$ cat src/rtl/min_window_tracker.sv
// min_window_tracker
// Streaming stage that sits behind the external 3-bit min comparator. Each
// accepted sample is presented to the comparator together with the running
// minimum, and the comparator result is registered as the new running minimum.
// After FRAME_LEN samples, or an early flush, the frame minimum and sample
// count are presented on a valid/ready result port and held until taken.

module min_window_tracker #(
    parameter int WIDTH     = 3,   // must match the comparator width (3)
    parameter int FRAME_LEN = 8    // samples per frame, 1..255
) (
    input  logic             clk,
    input  logic             rst,
    input  logic             in_valid,
    output logic             in_ready,
    input  logic [WIDTH-1:0] in_data,
    input  logic             flush,
    output logic [WIDTH-1:0] cmp_a,
    output logic [WIDTH-1:0] cmp_b,
    input  logic [WIDTH-1:0] cmp_min,
    output logic             out_valid,
    input  logic             out_ready,
    output logic [WIDTH-1:0] out_min,
    output logic [7:0]       out_count
);

    // Frame length as an 8-bit value so it compares directly with the counter.
    localparam logic [7:0]       FRAME_LEN_C = 8'(FRAME_LEN);
    // All-ones is the identity for a minimum, so an empty frame starts there.
    localparam logic [WIDTH-1:0] MIN_INIT_C  = {WIDTH{1'b1}};

    typedef enum logic [1:0] {
        IDLE  = 2'd0,
        ACCUM = 2'd1,
        DONE  = 2'd2
    } state_t;

    state_t           state_r;
    state_t           state_s;
    logic [WIDTH-1:0] run_min_r;
    logic [WIDTH-1:0] run_min_s;
    logic [7:0]       cnt_r;
    logic [7:0]       cnt_s;
    logic             out_valid_r;
    logic             out_valid_s;
    logic [WIDTH-1:0] out_min_r;
    logic [WIDTH-1:0] out_min_s;
    logic [7:0]       out_count_r;
    logic [7:0]       out_count_s;

    logic             in_ready_s;
    logic             accept_s;
    logic [WIDTH-1:0] fold_min_s;
    logic [7:0]       fold_cnt_s;

    // True when a count value closes the frame.
    function automatic logic frame_full(input logic [7:0] count);
        frame_full = (count == FRAME_LEN_C);
    endfunction

    // Handshake and comparator feed: the sample goes to A, the running min to B.
    always_comb begin
        in_ready_s = (state_r != DONE);
        accept_s   = in_valid & in_ready_s;
        cmp_a      = in_data;
        cmp_b      = run_min_r;
    end

    // Running min and count after folding in this cycle's sample, if any.
    always_comb begin
        if (accept_s) begin
            fold_min_s = cmp_min;
            fold_cnt_s = cnt_r + 8'd1;
        end else begin
            fold_min_s = run_min_r;
            fold_cnt_s = cnt_r;
        end
    end

    // Next-state and next-register logic for the frame FSM.
    always_comb begin
        state_s     = state_r;
        run_min_s   = run_min_r;
        cnt_s       = cnt_r;
        out_valid_s = out_valid_r;
        out_min_s   = out_min_r;
        out_count_s = out_count_r;

        case (state_r)
            IDLE: begin
                // The first sample starts the frame directly; the comparator is
                // bypassed so the frame does not depend on the previous run_min.
                // flush has no effect on an empty frame.
                if (accept_s) begin
                    run_min_s = in_data;
                    cnt_s     = 8'd1;
                    if (frame_full(8'd1)) begin
                        state_s     = DONE;
                        out_valid_s = 1'b1;
                        out_min_s   = in_data;
                        out_count_s = 8'd1;
                    end else begin
                        state_s = ACCUM;
                    end
                end else begin
                    state_s = IDLE;
                end
            end

            ACCUM: begin
                // A sample arriving together with flush is folded in first.
                run_min_s = fold_min_s;
                cnt_s     = fold_cnt_s;
                if (flush || (accept_s && frame_full(fold_cnt_s))) begin
                    state_s     = DONE;
                    out_valid_s = 1'b1;
                    out_min_s   = fold_min_s;
                    out_count_s = fold_cnt_s;
                end else begin
                    state_s = ACCUM;
                end
            end

            DONE: begin
                // Result is held until taken; the running state is cleared on the
                // handshake so the next frame starts from an empty window.
                if (out_ready) begin
                    state_s     = IDLE;
                    out_valid_s = 1'b0;
                    run_min_s   = MIN_INIT_C;
                    cnt_s       = 8'd0;
                end else begin
                    state_s = DONE;
                end
            end

            default: begin
                state_s     = IDLE;
                run_min_s   = MIN_INIT_C;
                cnt_s       = 8'd0;
                out_valid_s = 1'b0;
            end
        endcase
    end

    // State and datapath registers with synchronous reset.
    always_ff @(posedge clk) begin
        if (rst) begin
            state_r     <= IDLE;
            run_min_r   <= MIN_INIT_C;
            cnt_r       <= 8'd0;
            out_valid_r <= 1'b0;
            out_min_r   <= MIN_INIT_C;
            out_count_r <= 8'd0;
        end else begin
            state_r     <= state_s;
            run_min_r   <= run_min_s;
            cnt_r       <= cnt_s;
            out_valid_r <= out_valid_s;
            out_min_r   <= out_min_s;
            out_count_r <= out_count_s;
        end
    end

    // Result port is driven straight from registers.
    always_comb begin
        in_ready  = in_ready_s;
        out_valid = out_valid_r;
        out_min   = out_min_r;
        out_count = out_count_r;
    end

endmodule

$ cat config.mk
export PLATFORM = sky130hd
export DESIGN_NAME = min_window_tracker
export DESIGN_NICKNAME = d
export VERILOG_FILES = /design/src/rtl/min_window_tracker.sv
export SDC_FILE = /design/constraint.sdc
export NUM_CORES = 1
export LEC_CHECK = 0
export CORE_ASPECT_RATIO = 0.9
export CORE_MARGIN = 2
export CORE_UTILIZATION = 35
export DETAILED_ROUTE_END_ITERATION = 6
export PLACE_DENSITY = 0.69
export SETUP_SLACK_MARGIN = 0.5
export SYNTH_ARGS = -nofsm -noshare
export SYNTH_HDL_FRONTEND = slang
export SYNTH_SLANG_ARGS = --single-unit
$ cat constraint.sdc
create_clock -name clk -period 5.4 [get_ports clk]
set_clock_uncertainty 0.15 [all_clocks]
set_input_delay 1.08 -clock clk [delete_from_list [all_inputs] [get_ports clk]]
set_output_delay 1.08 -clock clk [all_outputs]
set_load 0.02 [all_outputs]
==> results.md, run 1 <==
- Status: finished clean
- Setup crit end kind: flop
- Clock Latency Late Sink: 0.27 ns
- Count leader, synth: dfxtp_1
- Leakage: 0.709 nW
- Mean Syn Cell Area: 8.38 um2
- Area delta synth->final: 20.5%
- Row count: 22
- Hold slack: 0.310 ns
- Final net count: 213
- Final period util: 0.638
- EDFF count, synth: 0
- Worst endpoint data arrival time: 3.47 ns
- Initial antenna violation count: 0
- Vias after detailed routing: 1317
- Port bufs: 29
- CTS tree: built
- Clock root buffer: clkbuf_8
- Maximum vdd drop: 101 uV
- Dpl ws: 1.68 ns
- DRC: 0
- Crit Path Max Fanout: 13
- Antenna Nets Post-Route: 0
- Async set or reset register ratio after synthesis: 0
- Setup TNS: 0 ns
- Final Max Slew Viols: 0
- Clock slew at reported path FFs: 0.09 ns
- Setup violations, final: 0
- Total wire length: 3380 um
- Starting Density: 0.367
- DR vias/cell: 5.31
- # hold bufs at CTS: 0
- Yosys top cell by area: dfxtp_1
- Critical path class: input port to flop
- Diodes inserted: 0
- Synth top area cells: dfxtp_1 (33%), a21oi_1 (5.6%), mux2_4 (5.0%)
- Drt first pass iters: 4
- Cells after Synth: 181
- Max Clk Rate: 290 MHz
- Vert. Die Dim: 66.4 um
- Die X: 73.4 um
- Worst Path Required: 5.42 ns
- Largest net degree at the start of global routing: 19
- Yosys reg bits: 25
- RSZ-0062 raised after global routing: no
- Worst Tran Pin Value: 1.16 ns
- Avg WL per Cell: 13.6 um
- Synthesized area: 1520 um2
- Vias in the first global route: 1205
- Number of gates resized after CTS: 0
- Tightest Hold Check Type: flop to flop
- Worst setup margin: 1.95 ns
- MaxCap Viol Count: 0
- Net count after synthesis: 193
- Post-route minimum period: 3.45 ns
- Post-CTS Repair Setup Buffers: 0
- Gr ovfl total: 0
- Power Dens Cells: 209 nW/um2
- Placer Congestion: 0.819
- Commonest cells post-synth: dfxtp_1 (25), a21oi_1 (17), nand2_1 (16)
- Starting DRT DRC Count: 70
- Die outline area: 4880 um2
- Num CTS Buffers: 3
- Max_slew headroom: 0.224
- Final hold viol count: 0
- Dominant synthesized flop cell: dfxtp_1
- DP HPWL: 2390 um
- Layout cell share with drive strength beyond 1: 0.105
- Clk sinks: 25
- H-tree depth: 1
- Startpoint types: input port
- # IOs: 30
- Sequential-to-total area share from yosys stat: 0.330
- Clock Path Buffers: 2
- Post-synth top area share: 0.330
- Yosys cell types: 47
- Placeable Area: 4130 um2
- Yosys warns: 0
- Gr usage total: 0.149
- First-pass GRT wire length: 5790 um
-- power by group --
group          total [W]  switching (W)  internal [W]
combinational  0.0000708      0.0000377     0.0000330
clock           0.000114      0.0000619     0.0000517
sequential      0.000198     0.00000747      0.000190
-- state kept, by name, summed over array words and instances, names as in the netlist --
signal,cells
cnt_r,8
cmp_b,3
out_count,8
out_valid,1
state_r,2
out_min,3
-- per-stage QoR --
step | instance area (um2) | util | instances | power (W)
floorplan | 1520 | - | 181 | 0.000246
global placement | 1780 | 0.432 | 244 | 0.000272
detailed placement | 1780 | 0.432 | 244 | 0.000272
CTS | 1830 | 0.443 | 248 | 0.000385
global route | 1830 | 0.443 | 248 | 0.000399
finish | 1830 | 0.443 | 248 | 0.000382
-- area by class of cell --
| type | count | area, um2 |
|---|---|---|
| Tap cell | 48 | 60.1 |
| Sequential cell | 25 | 500 |
| Multi-Input combinational cell | 133 | 893 |
| Clock inverter | 1 | 5.00 |
| Timing Repair Buffer | 30 | 298 |
| Fill cell | 407 | 2300 |
| Clock buffer | 3 | 41.3 |
| Inverter | 8 | 30.0 |
-- worst paths after layout --
kind,start,endpoint,cells after the start,slack [ns]
max,in_valid,out_count[3],6,1.95
min,out_count[5],out_count[5],2,0.31
max reg2reg,state_r[0],out_count[3],6,2.65
min reg2reg,out_count[5],out_count[5],2,0.31
-- kinds of logic (layout without fill, tap and decap cells) --
family	Yosys count	count (layout)	share of synthesized area
buffers and inverters	23	42	0.0809
multiplexers	11	11	0.0908
XOR/XNOR	9	9	0.0520
adder cells (fa/ha/maj)	1	1	0.00825
AO/OA/AOI/OAI	48	48	0.213
flip-flops	25	25	0.330
AND/OR/NAND/NOR	64	64	0.225
-- cell usage in the layout (no fill, tap or decap), drive strengths merged, types with 2 or more instances in the layout --
cell type / netlist / layout
or3: 2 / 2
nand2: 16 / 16
a211oi: 3 / 3
o311ai: 2 / 2
nor3: 2 / 2
mux2i: 4 / 4
nor2: 16 / 16
a31oi: 3 / 3
nor2b: 8 / 8
a221oi: 2 / 2
xnor2: 4 / 4
o21ai: 10 / 10
nand3: 7 / 7
nand2b: 3 / 3
xor2: 5 / 5
clkbuf: 5 / 3
mux2: 7 / 7
a21oi: 17 / 17
clkdlybuf4s50: 0 / 29
dfxtp: 25 / 25
and3: 4 / 4
inv: 8 / 8
-- routing by layer --
| layer | track usage | part of all wire | vias up |
|---|---|---|---|
| met5 | 0 | 0 | - |
| li1 | - | - | 684 |
| met3 | 0.0183 | 0.040 | 5 |
| met1 | 0.222 | 0.51 | 592 |
| met4 | 0.0477 | 0.012 | 0 |
| met2 | 0.220 | 0.44 | 36 |
-- critical path, cell delays in order --
cell and delay [ns]:
clkdlybuf4s50_1 0.76, inv_1 0.20, nor2_2 0.37, nand3_2 0.17, o31a_1 0.52, mux2_4 0.36
No activity file was read; power rests on OpenSTA's default activity.
==> run 2, diff against run 1 <==
==> constraint.sdc (replaced) <==
create_clock -name clk -period 3.3 [get_ports clk]
set_clock_uncertainty 0.15 [all_clocks]
set_input_delay 0.66 -clock clk [delete_from_list [all_inputs] [get_ports clk]]
set_output_delay 0.66 -clock clk [all_outputs]
set_load 0.02 [all_outputs]
==> run 2 against run 1 <==
Effect of this change: critical endpoint is now in_ready; sequential power is 62% higher; highest routed layer unchanged; sequential cell count stayed put; register-to-register slack worse by 1.9 ns; critical path type is now flop to output port; clock-buffer cell count stayed put.
==> results.md, run 2 (same netlist as run 1, synthesis figures left out) <==
- Die X: 73.4 um (unchanged)
- Worst setup margin: 0.610 ns (-1.34 ns)
- Crit Path Max Fanout: 11 (-2)
- Setup TNS: 0 ns (unchanged)
- Worst Path Required: 2.49 ns (-2.93 ns)
- Placer Congestion: 0.821 (+0.33%)
- Worst endpoint data arrival time: 1.88 ns (-1.59 ns)
- Largest net degree at the start of global routing: 23 (+4)
- Core Util, Final: 0.450 (+0.00727)
- RSZ-0062 raised after global routing: no
- Number of gates resized after CTS: 0 (unchanged)
- Max_slew headroom: 0.581 (+0.357)
- Clock Path Buffers: 2 (unchanged)
- R2r setup slk: 0.78 ns (-1.87 ns)
- Dpl ws: 0.532 ns (-1.15 ns)
- Gr ovfl total: 0 (unchanged)
- # hold bufs at CTS: 0 (unchanged)
- H-tree depth: 1 (unchanged)
- Clock Latency Late Sink: 0.27 ns (about the same)
- Vias after detailed routing: 1333 (+1.2%)
- Avg WL per Cell: 13.4 um (-1.4%)
- Vert. Die Dim: 66.4 um (unchanged)
- Total wire length: 3390 um (+0.24%)
- First-pass GRT wire length: 5610 um (-3.1%)
- Starting DRT DRC Count: 78 (+11%)
- Layout cell share with drive strength beyond 1: 0.123 (+0.0175)
- CTS tree: built
- Status: finished clean
- Starting Density: 0.367 (unchanged)
- Gr usage total: 0.145 (-0.00341)
- Clk sinks: 25 (unchanged)
- Diodes inserted: 0 (unchanged)
- Most common cell after layout, fill and taps aside: clkdlybuf4s50_1
- Clock slew at reported path FFs: 0.09 ns (about the same)
- Antenna Nets Post-Route: 0 (unchanged)
- Final hold viol count: 0 (unchanged)
- # IOs: 30 (unchanged)
- Post-route minimum period: 2.69 ns
- Max Clk Rate: 372 MHz
- Setup crit end kind: output port
- Power Dens Cells: 339 nW/um2 (+62%)
- Vias in the first global route: 1176 (-2.4%)
- Initial antenna violation count: 0 (unchanged)
- Commonest cells after routing, fill and taps aside: clkdlybuf4s50_1 (29), dfxtp_1 (25), a21oi_1 (17)
- Critical path class: flop to output port
- DRC: 0 (unchanged)
- Final period util: 0.815
- Die outline area: 4880 um2 (unchanged)
- MaxCap Viol Count: 0 (unchanged)
- Worst Tran Pin Value: 0.623 ns (-0.534 ns)
- Setup violations, final: 0 (unchanged)
- DR vias/cell: 5.29 (-0.39%)
- Port bufs: 29 (unchanged)
- Row count: 22 (unchanged)
- Placeable Area: 4130 um2 (unchanged)
- Design area: 1860 um2 (+1.6%)
- Tightest Hold Check Type: flop to flop
- Final net count: 217 (+1.9%)
- DP HPWL: 2480 um (+3.4%)
- Maximum vdd drop: 140 uV (+40%)
- Hold slack: 0.318 ns (+0.00742 ns)
- DP Area: 1810 um2 (+1.7%)
- Clock root buffer: clkbuf_8
- Post-CTS Repair Setup Buffers: 0 (unchanged)
- Final Max Slew Viols: 0 (unchanged)
- Area delta synth->final: 22.5%
- Num CTS Buffers: 3 (unchanged)
- Leakage: 0.729 nW (+2.8%)
- Startpoint types: flop
- Drt first pass iters: 4 (unchanged)
[run 2: cell count changes in the layout (fill, tap and decap cells not counted), sizes merged]
| cell | change |
|---|---|
| buf | +4 |
[run 2: critical path: stages, from the launching register on]
cell and delay [ns]:
dfxtp_1 0.44, and2b_2 0.31, inv_1 0.22, clkdlybuf4s50_1 0.65
[run 2: area by class of cell]
cell class	count	area, um2
inverter	8	30.0
sequential	25	500
clock inverter	1	5.00
tap	48	60.1
fill	406	2270
clock buffer	3	41.3
multi-input combinational	133	893
timing repair buffer	34	328
[run 2: where the power goes]
part	switching, W	internal, W	leakage (nW)
combinational	0.0000652	0.0000586	0.500
sequential	0.00000875	0.000311	0.203
clock	0.000101	0.0000846	0.0255
total	0.000175	0.000454	0.729
[run 2: worst paths after layout]
check / to / cells after the start / startpoint
setup reg to reg: out_count[3] / 6 / state_r[1]
hold reg to reg: out_valid / 2 / out_valid
setup / recovery: in_ready / 3 / state_r[1]
hold / removal: out_valid / 2 / out_valid
[run 2: through the flow]
stage | total power (W) | cells
floorplan | 0.000403 | 181
global placement | 0.000450 | 248
detailed placement | 0.000451 | 248
CTS | 0.000636 | 252
global route | 0.000658 | 252
finish | 0.000629 | 252
[run 2: routing by layer]
layer	global-route usage	part of all wire
met3	0.0168	0.031
met5	0	0
met1	0.205	0.50
met2	0.233	0.45
met4	0.0409	0.011
==> run 3, diff against run 2 <==
==> constraint.sdc (replaced) <==
create_clock -name clk -period 2.5 [get_ports clk]
set_clock_uncertainty 0.15 [all_clocks]
set_input_delay 0.5 -clock clk [delete_from_list [all_inputs] [get_ports clk]]
set_output_delay 0.5 -clock clk [all_outputs]
set_load 0.02 [all_outputs]
==> run 3 against run 2 <==
Effect of this change: hold slack got worse by 0.0046 ns; sequential share of layout area decreased by 1.6 points; clock power up 44%; largest power group unchanged; global-route usage up 0.93 points; non-clock buffer count up 13; final area up 8.7%; first-iteration DRC count increased by 12%; sequential power up 32%; combinational power rose by 46%; wire length grew 6.7%; die area unchanged; register-to-register slack lost 0.25 ns.
==> results.md, run 3 (same netlist as run 1, synthesis figures left out) <==
- Status: finished clean
- Vert. Die Dim: 66.4 um (unchanged)
- Layout cell share with drive strength beyond 1: 0.249 (+0.126)
- Diodes inserted: 0 (unchanged)
- RSZ-0062 raised after global routing: yes
- CP startpoint: state_r[0]
- Power Dens Cells: 432 nW/um2 (+28%)
- Final Max Slew Viols: 0 (unchanged)
- Final net count: 230 (+6.0%)
- Maximum vdd drop: 212 uV (+51%)
- Worst Tran Pin Value: 0.408 ns (-0.215 ns)
- R2r setup slk: 0.53 ns (-0.25 ns)
- Setup TNS: 0 ns (unchanged)
- Worst path max stage delay: 0.41 ns (-0.24 ns)
- Clk sinks: 25 (unchanged)
- # hold bufs at CTS: 0 (unchanged)
- Clock slew at reported path FFs: 0.11 ns (+0.02 ns)
- Final period util: 0.789
- Worst r2r dst: out_count[4]
- Design area: 2020 um2 (+8.7%)
- First-pass GRT wire length: 5980 um (+6.7%)
- CTS tree: built
- Most common cell after layout, fill and taps aside: clkdlybuf4s50_1
- Crit Path Max Fanout: 8 (-3)
- Clock Latency Late Sink: 0.28 ns (about the same)
- Max Clk Rate: 507 MHz
- # IOs: 30 (unchanged)
- Worst r2r src: state_r[0]
- HP Start: out_count[5]
- Starting DRT DRC Count: 87 (+12%)
- Worst Path Required: 2.52 ns (+0.03 ns)
- Vias after detailed routing: 1390 (+4.3%)
- Slowest CP cell: o31a_4
- Final hold viol count: 0 (unchanged)
- Die outline area: 4880 um2 (unchanged)
- Die X: 73.4 um (unchanged)
- Setup crit end kind: flop
- DR vias/cell: 5.25 (-0.84%)
- Port bufs: 29 (unchanged)
- Setup violations, final: 0 (unchanged)
- Clock root buffer: clkbuf_8
- Gr usage total: 0.155 (+0.00927)
- R2r worst-path depth: 6 (unchanged)
- MaxCap Viol Count: 0 (unchanged)
- Row count: 22 (unchanged)
- CP cell instances: and2b_2, buf_4, nor2_4, nand3_2, o31a_4, mux2_4
- Placer Congestion: 0.854 (+3.9%)
- Filler cells: 391 (-3.7%)
- Worst endpoint data arrival time: 1.99 ns (+0.11 ns)
- Largest net degree at the start of global routing: 17 (-26%)
- Max_slew headroom: 0.728 (+0.147)
- Total wire length: 3610 um (+6.7%)
- Hold path endpoint: out_count[5]
- Commonest cells after routing, fill and taps aside: clkdlybuf4s50_1 (24), dfxtp_1 (18), buf_4 (18)
- Critical path class: flop to flop
- Antenna Nets Post-Route: 0 (unchanged)
- Vias in the first global route: 1250 (+6.3%)
- DP Area: 1880 um2 (+4.0%)
- Clock Path Buffers: 2 (unchanged)
- Placeable Area: 4130 um2 (unchanged)
- Starting Density: 0.367 (unchanged)
- Startpoint types: flop
- Num CTS Buffers: 3 (unchanged)
- Gr ovfl total: 0 (unchanged)
- DP HPWL: 2640 um (+6.6%)
- WHS Path Cells: 2 (unchanged)
- Initial antenna violation count: 0 (unchanged)
- H-tree depth: 1 (unchanged)
- Leakage: 0.835 nW (+14%)
- Area delta synth->final: 33.2%
- Drt first pass iters: 4 (unchanged)
- Tightest Hold Check Type: flop to flop
- Avg WL per Cell: 13.6 um (+1.5%)
- DRC: 0 (unchanged)
- Post-route minimum period: 1.97 ns
==> run 3: area by class of cell <==
cell class,count,area (um2),area share
Multi-Input combinational cell,133,947,0.469
Clock buffer,3,41.3,0.0204
Timing Repair Buffer,47,417,0.206
Tap cell,48,60.1,0.0297
Sequential cell,25,512,0.253
Inverter,8,33.8,0.0167
Clock inverter,1,8.76,0.00434
==> run 3: repair_timing <==
| action | in CTS | in global routing |
|---|---|---|
| pin swaps | 1 | 2 |
| buffers inserted | 2 | 2 |
| endpoints found under the setup margin | 19 | 16 |
| resized for setup | 18 | 8 |
==> run 3: how the worst max path moves through the flow <==
stage / end / cells after the start
2_1_floorplan: out_count[0] / 7
3_3_place_gp: out_count[4] / 6
3_5_place_dp: out_count[3] / 6
4_1_cts: in_ready / 3
5_1_grt: out_count[4] / 6
6_report: out_count[4] / 6
==> run 3: worst max-delay path, delay by kind of cell, from the launching register on <==
| family | cells | cell delay (ns) |
|---|---|---|
| compound gates | 1 | 0.41 |
| mux | 1 | 0.31 |
| flops | 1 | 0.37 |
| simple gates | 3 | 0.45 |
| buf+inv | 1 | 0.16 |
==> run 3: per-stage QoR <==
| step | instances | setup WS (ns) | hold slack, ns | util | total power, W |
|---|---|---|---|---|---|
| 2_1_floorplan | 181 | 0.493 | 0.326 | - | 0.000533 |
| 3_3_place_gp | 257 | 0.0787 | 0.298 | 0.456 | 0.000604 |
| 3_5_place_dp | 257 | 0.0494 | 0.301 | 0.456 | 0.000605 |
| 4_1_cts | 263 | 0.420 | 0.314 | 0.480 | 0.000873 |
| 5_1_grt | 265 | 0.488 | 0.340 | 0.489 | 0.000903 |
| 6_report | 265 | 0.529 | 0.313 | 0.489 | 0.000872 |
==> run 3: where the power goes <==
group	switching (W)	internal [W]
registers	0.0000124	0.000411
clock network	0.000150	0.000117
logic	0.0000922	0.0000891
total	0.000254	0.000618
==> run 3: routing by layer <==
layer / vias to the layer above / share of wire / track usage
met3: 4 / 0.043 / 0.0259
li1: 711 / - / -
met5: - / 0 / 0
met2: 38 / 0.43 / 0.217
met4: 0 / 0.012 / 0.0477
met1: 637 / 0.51 / 0.237
